==> config.mk <==
export PLATFORM = sky130hd
export DESIGN_NAME = ps2_scancode_decoder
export DESIGN_NICKNAME = d
export VERILOG_FILES = /design/src/rtl/ps2_pkg.sv /design/src/rtl/ps2_event_fifo.sv /design/src/rtl/ps2_scancode_decoder.sv
export SDC_FILE = /design/constraint.sdc
export NUM_CORES = 1
export LEC_CHECK = 0
export CAP_MARGIN = 5
export CORE_MARGIN = 2
export CORE_UTILIZATION = 55
export DETAILED_ROUTE_END_ITERATION = 6
export GPL_TIMING_DRIVEN = 0
export PLACE_DENSITY = 0.85
export SLEW_MARGIN = 5
export SYNTH_ARGS = -nofsm -noshare
export SYNTH_HDL_FRONTEND = slang
export SYNTH_SLANG_ARGS = --single-unit
==> constraint.sdc <==
create_clock -name clk -period 5.6 [get_ports clk]
set_input_delay 1.12 -clock clk [delete_from_list [all_inputs] [get_ports clk]]
set_output_delay 1.12 -clock clk [all_outputs]
set_load 0.005 [all_outputs]
==> src/rtl/ps2_pkg.sv <==
// rtl/ps2_pkg.sv - Shared types, scan-code constants and event helpers for the PS/2 decoder.
package ps2_pkg;

  typedef enum logic [2:0] {
    ST_IDLE,
    ST_EXT,
    ST_BRK,
    ST_EXT_BRK,
    ST_PAUSE
  } ps2_state_e;

  localparam int EV_CODE_W  = 8;
  localparam int EV_BRK_BIT = 8;
  localparam int EV_EXT_BIT = 9;
  localparam int EV_W       = 10;

  localparam logic [7:0] C_E0 = 8'hE0;
  localparam logic [7:0] C_F0 = 8'hF0;
  localparam logic [7:0] C_E1 = 8'hE1;
  localparam logic [7:0] C_AA = 8'hAA;
  localparam logic [7:0] C_FA = 8'hFA;
  localparam logic [7:0] C_EE = 8'hEE;
  localparam logic [7:0] C_FC = 8'hFC;
  localparam logic [7:0] C_FD = 8'hFD;
  localparam logic [7:0] C_OVR0 = 8'h00;
  localparam logic [7:0] C_OVR1 = 8'hFF;

  localparam logic [7:0] MOD_LSHIFT = 8'h12;
  localparam logic [7:0] MOD_RSHIFT = 8'h59;
  localparam logic [7:0] MOD_CTRL   = 8'h14;
  localparam logic [7:0] MOD_ALT    = 8'h11;

  // Pause sends E1 followed by seven more bytes before the sequence completes.
  localparam logic [2:0] PAUSE_SKIP = 3'd7;

  function automatic logic [EV_W-1:0] make_event(input logic ext, input logic brk,
                                                 input logic [7:0] code);
    return {ext, brk, code};
  endfunction

  function automatic logic [3:0] mods_update(input logic [3:0] m, input logic [EV_W-1:0] ev);
    logic [3:0] r;
    logic       ext;
    logic       brk;
    r   = m;
    ext = ev[EV_EXT_BIT];
    brk = ev[EV_BRK_BIT];
    case (ev[EV_CODE_W-1:0])
      MOD_LSHIFT: if (!ext) r[0] = ~brk;
      MOD_RSHIFT: if (!ext) r[1] = ~brk;
      MOD_CTRL:   r[2] = ~brk;
      MOD_ALT:    r[3] = ~brk;
      default:    r = m;
    endcase
    return r;
  endfunction

endpackage

==> src/rtl/ps2_event_fifo.sv <==
// rtl/ps2_event_fifo.sv - First-word-fall-through ring-buffer FIFO for decoded key events.
module ps2_event_fifo #(
  parameter int DEPTH = 8,
  parameter int WIDTH = 10
) (
  input  logic                     clk,
  input  logic                     reset,
  input  logic                     i_push,
  input  logic [WIDTH-1:0]         i_wdata,
  input  logic                     i_pop,
  output logic [WIDTH-1:0]         o_rdata,
  output logic                     o_empty,
  output logic                     o_full,
  output logic [$clog2(DEPTH):0]   o_count,
  output logic                     o_drop
);

  localparam int AW = $clog2(DEPTH);

  logic [WIDTH-1:0] r_mem [DEPTH];
  logic [AW-1:0]    r_wr_ptr;
  logic [AW-1:0]    r_rd_ptr;
  logic [AW:0]      r_count;
  logic             w_do_push;
  logic             w_do_pop;

  assign o_empty = (r_count == '0);
  assign o_full  = (r_count == (AW+1)'(DEPTH));

  // A pop frees the slot the simultaneous push needs, so a full FIFO still accepts it.
  assign w_do_pop  = i_pop & ~o_empty;
  assign w_do_push = i_push & (~o_full | w_do_pop);
  assign o_drop    = i_push & o_full & ~w_do_pop;

  assign o_rdata = r_mem[r_rd_ptr];
  assign o_count = r_count;

  always_ff @(posedge clk) begin
    if (w_do_push) r_mem[r_wr_ptr] <= i_wdata;
  end

  always_ff @(posedge clk or posedge reset) begin
    if (reset) begin
      r_wr_ptr <= '0;
      r_rd_ptr <= '0;
      r_count  <= '0;
    end else begin
      if (w_do_push) r_wr_ptr <= r_wr_ptr + 1'b1;
      if (w_do_pop)  r_rd_ptr <= r_rd_ptr + 1'b1;
      case ({w_do_push, w_do_pop})
        2'b10:   r_count <= r_count + 1'b1;
        2'b01:   r_count <= r_count - 1'b1;
        default: r_count <= r_count;
      endcase
    end
  end

endmodule

==> src/rtl/ps2_scancode_decoder.sv <==
// rtl/ps2_scancode_decoder.sv - Set-2 scan-code sequence decoder with event FIFO.
// Optional modifier tracking on the mods output is built when PS2_MODIFIER_EN is defined.
module ps2_scancode_decoder
  import ps2_pkg::*;
#(
  parameter int DEPTH          = 8,
  parameter int TIMEOUT_CYCLES = 100000
) (
  input  logic                     clk,
  input  logic                     reset,
  input  logic                     rx_valid,
  input  logic [7:0]               rx_data,
  output logic                     ev_valid,
  output logic [EV_W-1:0]          ev_data,
  input  logic                     ev_rd,
  output logic [$clog2(DEPTH):0]   ev_count,
  output logic                     overflow,
  output logic                     proto_err,
  output logic                     bat_ok,
  output logic [3:0]               mods
);

  localparam int          TW       = (TIMEOUT_CYCLES > 2) ? $clog2(TIMEOUT_CYCLES) : 1;
  localparam logic [TW-1:0] TMO_LAST = TW'(TIMEOUT_CYCLES - 1);

  ps2_state_e       r_state;
  logic [2:0]       r_skip;
  logic [TW-1:0]    r_tmo_cnt;
  logic             r_push;
  logic [EV_W-1:0]  r_ev;
  logic             r_overflow;
  logic             r_proto_err;
  logic             r_bat_ok;

  ps2_state_e       w_state_nx;
  logic [2:0]       w_skip_nx;
  logic             w_push;
  logic [EV_W-1:0]  w_ev;
  logic             w_bat;
  logic             w_perr;
  logic             w_empty;
  logic             w_full;
  logic             w_drop;

  // Next-state decode; a received byte always takes priority over the timeout.
  always_comb begin
    w_state_nx = r_state;
    w_skip_nx  = r_skip;
    w_push     = 1'b0;
    w_ev       = '0;
    w_bat      = 1'b0;
    w_perr     = 1'b0;
    if (rx_valid) begin
      case (r_state)
        ST_IDLE: begin
          case (rx_data)
            C_E0: w_state_nx = ST_EXT;
            C_F0: w_state_nx = ST_BRK;
            C_E1: begin
              w_state_nx = ST_PAUSE;
              w_skip_nx  = PAUSE_SKIP;
            end
            C_AA: w_bat = 1'b1;
            C_FA, C_EE, C_FC, C_FD: w_state_nx = ST_IDLE;
            C_OVR0, C_OVR1: w_perr = 1'b1;
            default: begin
              w_push = 1'b1;
              w_ev   = make_event(1'b0, 1'b0, rx_data);
            end
          endcase
        end
        ST_EXT: begin
          if (rx_data == C_F0) begin
            w_state_nx = ST_EXT_BRK;
          end else begin
            w_state_nx = ST_IDLE;
            if (rx_data != MOD_LSHIFT && rx_data != MOD_RSHIFT) begin
              w_push = 1'b1;
              w_ev   = make_event(1'b1, 1'b0, rx_data);
            end
          end
        end
        ST_BRK: begin
          w_state_nx = ST_IDLE;
          w_push     = 1'b1;
          w_ev       = make_event(1'b0, 1'b1, rx_data);
        end
        ST_EXT_BRK: begin
          w_state_nx = ST_IDLE;
          if (rx_data != MOD_LSHIFT && rx_data != MOD_RSHIFT) begin
            w_push = 1'b1;
            w_ev   = make_event(1'b1, 1'b1, rx_data);
          end
        end
        ST_PAUSE: begin
          w_skip_nx = r_skip - 1'b1;
          if (r_skip == 3'd1) begin
            w_state_nx = ST_IDLE;
            w_push     = 1'b1;
            w_ev       = make_event(1'b1, 1'b0, C_E1);
          end
        end
        default: w_state_nx = ST_IDLE;
      endcase
    end else if (r_state != ST_IDLE && r_tmo_cnt == TMO_LAST) begin
      w_state_nx = ST_IDLE;
      w_perr     = 1'b1;
    end
  end

  always_ff @(posedge clk or posedge reset) begin
    if (reset) begin
      r_state     <= ST_IDLE;
      r_skip      <= '0;
      r_tmo_cnt   <= '0;
      r_push      <= 1'b0;
      r_ev        <= '0;
      r_overflow  <= 1'b0;
      r_proto_err <= 1'b0;
      r_bat_ok    <= 1'b0;
    end else begin
      r_state     <= w_state_nx;
      r_skip      <= w_skip_nx;
      r_push      <= w_push;
      r_ev        <= w_ev;
      r_proto_err <= w_perr;
      r_bat_ok    <= w_bat;
      if (w_drop) r_overflow <= 1'b1;
      if (rx_valid || r_state == ST_IDLE || w_perr) r_tmo_cnt <= '0;
      else                                          r_tmo_cnt <= r_tmo_cnt + 1'b1;
    end
  end

  ps2_event_fifo #(
    .DEPTH (DEPTH),
    .WIDTH (EV_W)
  ) u_fifo (
    .clk     (clk),
    .reset   (reset),
    .i_push  (r_push),
    .i_wdata (r_ev),
    .i_pop   (ev_rd),
    .o_rdata (ev_data),
    .o_empty (w_empty),
    .o_full  (w_full),
    .o_count (ev_count),
    .o_drop  (w_drop)
  );

  assign ev_valid  = ~w_empty;
  assign overflow  = r_overflow;
  assign proto_err = r_proto_err;
  assign bat_ok    = r_bat_ok;

`ifdef PS2_MODIFIER_EN
  logic [3:0] r_mods;

  always_ff @(posedge clk or posedge reset) begin
    if (reset)       r_mods <= 4'b0000;
    else if (w_push) r_mods <= mods_update(r_mods, w_ev);
  end

  assign mods = r_mods;
`else
  assign mods = 4'b0000;
`endif

endmodule

==> impl.org, run 1 <==
** Detailed routing
- Via/cell ratio :: 5.73
- After detailed routing, the number of remaining DRC violations is 0.
- The first detailed-routing pass ran for 5 iterations.
- Detailed-route wire length :: 11.0 mm
- The detailed router finished its first iteration with 244 violations.
- Post-route antenna net violation count :: 0
- Dividing the detail-routed wire length by the instance count gives 18.8 um.
- DR vias :: 3,372

** Yosys
- In the synthesized netlist, the number of instances is 391.
- Yosys printed 0 warnings.
- #FFs+latches synth :: 127
- The synthesized netlist contains 59 unique library cells.
- A synthesized cell averages 14.3 um2.
- In this run the biggest area consumer among cell types represents 42.9% of the synthesized area.
- EDFF count, synth :: 80
- In the synthesized netlist the async set-or-reset flop fraction comes to 37.0%.
- Dominant synthesized flop cell :: sky130_fd_sc_hd__edfxtp_1
- sky130_fd_sc_hd__edfxtp_1 takes more of the synthesized area than any other cell.
- Most area-consuming cells after synthesis :: sky130_fd_sc_hd__edfxtp_1 (43%), sky130_fd_sc_hd__dfrtp_1 (21%), sky130_fd_sc_hd__mux4_2 (8.0%)
- Sequential cell area fraction in the yosys report :: 63.9%
- After synthesis the cells add up to 5600 um2.

** Setup path
- The worst setup path is launched from a register.
- For this run, the slowest stage of the critical path takes 0.58 ns.
- For flop-to-flop paths, the worst setup slack is 3.01 ns.
- For this design, the slowest cell found on the critical path is sky130_fd_sc_hd__clkbuf_1.
- Crit Reg-Reg Startpoint :: u_fifo.o_count[0]$_DFFE_PP0P_
- Reg2reg end :: u_fifo.o_count[3]$_DFFE_PP0P_
- STA classifies the critical path endpoint as a primary output.
- Along the worst path, the maximum fanout reaches 10.
- Worst setup path end :: ev_data[1]
- Traced cell by cell, the critical path runs through clkbuf_1 -> mux4_2 -> mux2_2 -> clkdlybuf4s50_1.
- Critical Setup Path Class :: reg -> out
- The number of cells on the worst reg-to-reg path is 10.
- Startpoint of the most critical setup path :: u_fifo.r_rd_ptr[1]$_DFFE_PP0N_
- Data arrives at the worst endpoint at 2.72 ns.
- STA puts the critical path data required time at 4.48 ns.

** STA
- Setup repair after global routing left no endpoint under its margin.
- For the final routed database, the setup TNS stands at 0 ns.
- Final hold vios :: 0
- Counting I/O delays and the setup requirement, the final critical path takes 3.84 ns.
- Number of pins with negative max-slew slack in the final report :: 0
- In this run the tightest slew margin relative to its limit is 22.3%.
- Hold timing on the final database bottoms out at a slack of 0.492 ns.
- Tcrit/Tclk final :: 68.5%
- Tightest Pin Transition :: 1.16 ns
- Maximum clock rate :: 261 MHz
- Setup violations remaining at the end of the flow were counted as 0.
- For the final database, setup skew stands at 0.0100 ns.

** Power and ir drop
- Leakage dissipation :: 0.00250 uW
- Worst vdd ir :: 0.000279 V
- Clock share of power :: 30.7%
- Registers are responsible for 40.5% of the overall power.
- Per report_power, the combinational group accounts for 28.7% of the total.
- For this design the ratio of total power to cell area is 480 nW/um2.
- For this design the total switching power over the nets is 928 uW.
- Of the total power, the share spent switching nets is 29.2%.
- Design internal power :: 2250 uW
- Post-route total power :: 3180 uW

** Finish
- Leaving out fill and tap cells, the most frequent cells in the layout are sky130_fd_sc_hd__edfxtp_1 (80), sky130_fd_sc_hd__dfrtp_1 (47), sky130_fd_sc_hd__nor2_1 (34), sky130_fd_sc_hd__nand2_1 (28), sky130_fd_sc_hd__clkdlybuf4s50_1 (26).
- The net count of the finished layout is 463.
- Area overhead of the layout relative to synthesis :: 18.4%
- Count of inserted antenna diode cells :: 0
- The post-route netlist has 20.0% of its cells at a drive strength greater than 1.
- Non-filler instance count after layout :: 588
- Summing all non-filler instances in the final layout gives an area of 6620 um2.
- Leaving out fill and tap cells, the most frequent cell in the layout is sky130_fd_sc_hd__edfxtp_1.

** CTS
- Post-CTS timing repair inserted 0 buffers for setup.
- The tree is rooted in a sky130_fd_sc_hd__clkbuf_8.
- The number of hold buffers added after CTS was 0.
- Counting along the longest clock path gives a buffer depth of 2.
- The number of clock buffers added by TritonCTS is 17.
- Htree depth :: 4
- TritonCTS built the clock tree.
- Clock transition at the registers of the reported paths :: 0.06 ns
- Clk Latency, worst-skew pair :: 0.51 ns
- After clock tree synthesis, the repair step resized 0 gates.
- TritonCTS sink count :: 127

** Global route
- For this run, the total global-route usage over all layers was measured as 21.7%.
- Pin count of the biggest net entering global routing :: 27
- The number of antenna violations at the first check in global routing came to 0.
- Wire length of the first global-routing pass :: 17.9 mm
- For this run the aggregate overflow at the end of global routing stands at 0.
- Vias in the first global route :: 3,529

** Flow run
- Across the run, the number of max-cap violations was 0.

** Floorplan
- CORE AREA :: 9820 um2
- Effective utilization at floorplan :: 57.0%
- Number of rows created at floorplan :: 36
- During I/O placement, the number of pins put on the boundary was 34.
- The floorplan step defined a die boundary enclosing 11,000 um2.
- From bottom edge to top edge, the die measures 105 um.
- Die Span X :: 105 um

** Placed design
- Final GP Congestion :: 0.812
- Buffers placed on the I/O ports in this run total 26.
- In this run the cell area measured after placement is 6090 um2.
- After detailed placement, the design holds a cell count of 556.
- DP HPWL :: 7.07 mm

** Worst hold path
- The tightest min-delay check is of the reg -> reg type.

** Outcome
- Result of the run :: finished clean
layout make-up:
type | count | area, um2
tap | 133 | 166
buffer | 18 | 121
fill | 694 | 3200
timing repair buffer | 29 | 303
sequential | 127 | 3580
clock buffer | 19 | 422
clock inverter | 13 | 115
multi-input combinational | 233 | 1860
inverter | 16 | 60.1
power by group through the flow:
stage               registers [uW]  logic, uW  clock network, uW
floorplan                     1260        584                  0
global placement              1280        866                  0
detailed placement            1300        915                  0
CTS                           1290        928                990
global route                  1310        999               1030
finish                        1290        912                977
worst min path at each step:
stage | cells past startpoint | from | to
after floorplan | 1 | r_tmo_cnt[0]$_DFF_PP0_ | r_tmo_cnt[0]$_DFF_PP0_
after global placement | 1 | r_tmo_cnt[0]$_DFF_PP0_ | r_tmo_cnt[0]$_DFF_PP0_
after detailed placement | 1 | r_tmo_cnt[0]$_DFF_PP0_ | r_tmo_cnt[0]$_DFF_PP0_
after CTS | 1 | r_tmo_cnt[0]$_DFF_PP0_ | r_tmo_cnt[0]$_DFF_PP0_
after global routing | 1 | r_tmo_cnt[0]$_DFF_PP0_ | r_tmo_cnt[0]$_DFF_PP0_
final | 1 | r_tmo_cnt[0]$_DFF_PP0_ | r_tmo_cnt[0]$_DFF_PP0_
metrics by stage:
stage / setup slack, ns / util (%)
after floorplan: 2.87 / -
after global placement: 1.79 / 61.5
after detailed placement: 2.16 / 62.0
after CTS: 1.72 / 67.5
after global routing: 1.67 / 67.5
final: 1.76 / 67.5
flip-flops by register name, indices dropped and copies added, names as in the netlist, 3 cells and up:
register	flops
r_ev	10
r_skip	3
r_state	3
r_tmo_cnt	17
u_fifo.o_count	4
u_fifo.r_mem	80
u_fifo.r_rd_ptr	3
u_fifo.r_wr_ptr	3
routing by layer:
| layer | part of all wire [%] | track usage, % | vias to the layer above |
|---|---|---|---|
| met5 | 0 | 0 | - |
| met4 | 1.8 | 7.90 | 0 |
| met3 | 4.0 | 4.43 | 20 |
| met2 | 54 | 38.5 | 112 |
| met1 | 41 | 26.4 | 1681 |
| li1 | - | - | 1559 |
critical path, delay by kind of cell (launching register included):
| kind | cells | cell delay [ns] |
|---|---|---|
| multiplexers | 2 | 0.76 |
| flip-flops | 1 | 0.41 |
| buffers and inverters | 2 | 1.03 |
cells in the mapped netlist, drive strengths merged, types with 2 or more instances:
master  count
edfxtp     80
dfrtp      47
nor2       35
nand2      28
mux4       20
inv        16
a21oi      14
xor2       14
buf        12
nand3      12
mux2       11
nor3       10
xnor2      10
o21ai       9
ha          8
nand4       8
and3        6
clkbuf      6
nand2b      3
nor4        3
or4b        3
a211oi      2
a21o        2
and2        2
nand3b      2
nor4b       2
nor4bb      2
o211ai      2
or2         2
or3         2
or4         2
kinds of logic after synthesis:
| kind of cell | count (synthesis) | share of synthesized area, % |
|---|---|---|
| AOI/OAI and AO/OA | 38 | 4.38 |
| xor gates and xnor gates | 24 | 3.76 |
| adders and majority gates | 9 | 2.15 |
| buffers and inverters | 34 | 3.24 |
| DFF | 127 | 63.9 |
| muxes | 32 | 10.4 |
| other | 1 | 0.0670 |
| and+or+nand+nor | 126 | 12.0 |
(Power assumes the default switching activity.)
==> run 2: changes to the inputs <==
--- a/config.mk
+++ b/config.mk
@@ -7,7 +7,7 @@
 export LEC_CHECK = 0
 export CAP_MARGIN = 5
 export CORE_MARGIN = 2
-export CORE_UTILIZATION = 55
+export CORE_UTILIZATION = 53
 export DETAILED_ROUTE_END_ITERATION = 6
 export GPL_TIMING_DRIVEN = 0
 export PLACE_DENSITY = 0.85
==> constraint.sdc (replaced) <==
create_clock -name clk -period 3.3 [get_ports clk]
set_input_delay 0.66 -clock clk [delete_from_list [all_inputs] [get_ports clk]]
set_output_delay 0.66 -clock clk [all_outputs]
set_load 0.005 [all_outputs]
==> run 2 against run 1 <==
  * Via count down 0.47%
  * Clock power rose by 66%
  * Register-to-register slack worse by 2.3 ns
  * Utilization fell by 3.1 points
  * Wire length is 4.8% lower
  * First-iteration DRC count is 11% lower
  * Sequential share of layout area is 0.061 points higher
  * Worst setup slack got worse by 1.6 ns
  * Critical path type unchanged
  * Critical endpoint is now ev_data[7]
==> impl.org, run 2 (synthesis gave the netlist of run 1 again) <==
** Floorplan
- CORE AREA :: 10,300 um2
- Die Y :: 107 um
- Die ar. :: 11,400 um2
- The floorplan step set the die width to 107 um.
- Effective utilization at floorplan :: 54.5%
- Number of rows created at floorplan :: 37
- During I/O placement, the number of pins put on the boundary was 34.

** CTS
- Buffers inserted during clock tree synthesis total 17.
- In this run, post-CTS hold repair placed 0 buffers.
- The clock passes through at most 2 buffers.
- Post-CTS repair timing setup buffer count :: 0
- The tree is rooted in a sky130_fd_sc_hd__clkbuf_8.
- Htree depth :: 4
- Clock-pin slew was measured on the worst setup and hold paths at 0.06 ns.
- Counting every sink on the clock net gives 127.
- Clk Latency, worst-skew pair :: 0.52 ns
- Clock tree from TritonCTS :: done

** STA
- The final count of pins violating max slew came to 0.
- Shortest clock period the worst path allows after layout :: 3.15 ns
- Setup violations remaining at the end of the flow were counted as 0.
- Across the routed clock network, the largest skew measured is 0.00929 ns.
- Tightest slew margin relative to the limit :: 26.9%
- Tightest Pin Transition :: 1.09 ns
- Tcrit/Tclk final :: 95.6%
- The final count of hold timing violations is 0.
- In the final timing run, aggregate negative setup slack is 0 ns.
- Static timing analysis puts the maximum clock frequency at 317 MHz.
- Unrepaired setup endpoints after global routing :: false

** Placed design
- The HPWL after detailed placement is 6.89 mm.
- Number of instances in the placed design :: 559
- Final GP Congestion :: 0.838
- The count of buffers added on input and output ports is 26.

** Finish
- The library cell used most frequently in the layout, excluding fill and tap cells, is sky130_fd_sc_hd__edfxtp_1.
- Of the cells placed in the final design, the portion with a size suffix greater than 1 is 20.7%.
- Compared with the post-synthesis result, the final layout area differs by 18.2%.
- Reg with most FFs :: u_fifo.r_mem
- The register with the most flip-flops in the layout has 80 of them.
- 0 antenna diodes ended up in the layout.
- For this run, the post-layout net count is 463.
- The finished layout holds 591 standard cells, fillers aside.
- The layout has 723 filler cells.
- Largest registers ranked by flip-flop count :: u_fifo.r_mem (80), r_tmo_cnt (17), r_ev (10)
- Leading cell types in the layout, fill and taps excluded :: sky130_fd_sc_hd__edfxtp_1 (80), sky130_fd_sc_hd__dfrtp_1 (47), sky130_fd_sc_hd__nor2_1 (34), sky130_fd_sc_hd__nand2_1 (28), sky130_fd_sc_hd__clkdlybuf4s50_1 (26)

** Detailed routing
- For this block, the routed nets add up to 10.5 mm of wire.
- Via/cell ratio :: 5.68
- For this run, the detailed router's first-pass iteration total came to 4.
- In this run, the number of DRC markers left after iteration 0 of detailed routing was 218.
- Once detail routing completed, the nets flagged for antenna violations numbered 0.
- For this block, the via count after detailed routing is 3,356.
- For this run, design rule violations remaining after detail routing come to 0.
- After detailed routing, the average wire length per cell comes to 17.8 um.

** Setup path
- Kind of start point of the critical path :: register
- Endpoint arrival time on the critical path :: 2.49 ns
- The critical path is of the reg -> out type.
- Sum of buffers and inverters on the critical path :: 2
- Crit Reg-Reg Startpoint :: u_fifo.o_count[0]$_DFFE_PP0P_
- Startpoint of the most critical setup path :: u_fifo.r_rd_ptr[0]$_DFFE_PP0N_
- Max stage delay on crit path :: 0.54 ns
- Largest fanout on the critical path :: 10
- The worst setup path is captured at a primary output.
- Data required time at the worst endpoint :: 2.64 ns
- Family of cells with the greatest summed delay on the critical path :: multiplexers
- Critical-path cell list :: buf_4 -> mux4_2 -> mux2_2 -> clkdlybuf4s50_1
- For this design, the slowest cell found on the critical path is sky130_fd_sc_hd__mux4_2.

** Power and ir drop
- In this run the power density over the cells is 808 nW/um2.
- The worst-case IR drop observed on VDD is 0.000501 V.
- The analysis attributes to cell leakage a power of 0.00250 uW.

** Global route
- The number of global-route vias before repair came to 3,461.
- GRT Residual Overflow :: 0
- The first global-routing pass estimated 17.5 mm of wire.
- Pin count of the biggest net entering global routing :: 36
- The number of antenna violations at the first check in global routing was 0.
- Global-route usage over all layers :: 20.8%

** Flow run
- Max capacitance violation total :: 0

** Worst hold path
- The tightest min-delay check is of the in -> reg type.
- Launch instance of the worst min-delay path :: rx_data[2]

** Outcome
- Result of the run :: finished clean
run 2: worst register-to-register path: stages, from the launching register on:
cell and delay (ns):
sky130_fd_sc_hd__dfrtp_1 0.44, sky130_fd_sc_hd__or4_1 0.56, sky130_fd_sc_hd__nand2_1 0.16, sky130_fd_sc_hd__inv_1 0.09
sky130_fd_sc_hd__ha_1 0.23, sky130_fd_sc_hd__ha_1 0.28, sky130_fd_sc_hd__a21o_1 0.17, sky130_fd_sc_hd__a21oi_1 0.19
sky130_fd_sc_hd__xnor2_1 0.15, sky130_fd_sc_hd__nor2_1 0.07, sky130_fd_sc_hd__xor2_1 0.14
run 2: cell type report:
class / instances / area (um2) / area share (%)
clock inverters: 15 / 111 / 1.68
well taps: 136 / 170 / 2.57
inverters: 16 / 60.1 / 0.908
repair buffers: 29 / 295 / 4.46
multi-input cells: 233 / 1860 / 28.1
plain buffers: 18 / 129 / 1.95
flip-flops and latches: 127 / 3580 / 54.1
clock buffers: 17 / 414 / 6.26
run 2: worst paths after layout:
path,slack [ns],cells after the start,to
worst min register to register,0.49,1,r_tmo_cnt[0]$_DFF_PP0_
max in group asynchronous,2.42,3,u_fifo.o_count[1]$_DFFE_PP0P_
worst min-delay path,0.39,3,r_ev[2]$_DFF_PP0_
worst max-delay path,0.15,4,ev_data[7]
min in group asynchronous,0.41,2,bat_ok$_DFF_PP0_
worst max register to register,0.71,10,u_fifo.o_count[3]$_DFFE_PP0P_
run 2: power by group:
part	switching (uW)	total (uW)	internal, uW
registers	183	2180	1990
logic	712	1540	833
clock network	695	1620	927
total	1590	5340	3750
run 2: what timing repair did:
item	CTS	global route
hold endpoints to repair	0	0
endpoints found under the setup margin	8	0
gates resized for setup	4	0
run 2: metrics by stage:
stage	cell area, um2	total power [uW]	hold slack (ns)	utilization (%)	setup WS [ns]
finish	6620	5340	0.387	64.4	0.147
CTS	6620	5390	0.384	64.4	0.0937
global route	6620	5630	0.368	64.4	0.0195
floorplan	5610	3140	0.455	-	0.881
detailed placement	6080	3750	0.487	59.2	0.324
global placement	6040	3640	0.477	58.8	-0.0529
run 2: metal layers:
metal	vias up	wire (um)	part of all wire, %	GRT usage, %
li1	1559	-	-	-
met1	1676	4360	41	26.7
met2	105	5550	53	34.4
met3	16	462	4.4	6.26
met4	0	150	1.4	5.94
met5	-	0	0	0
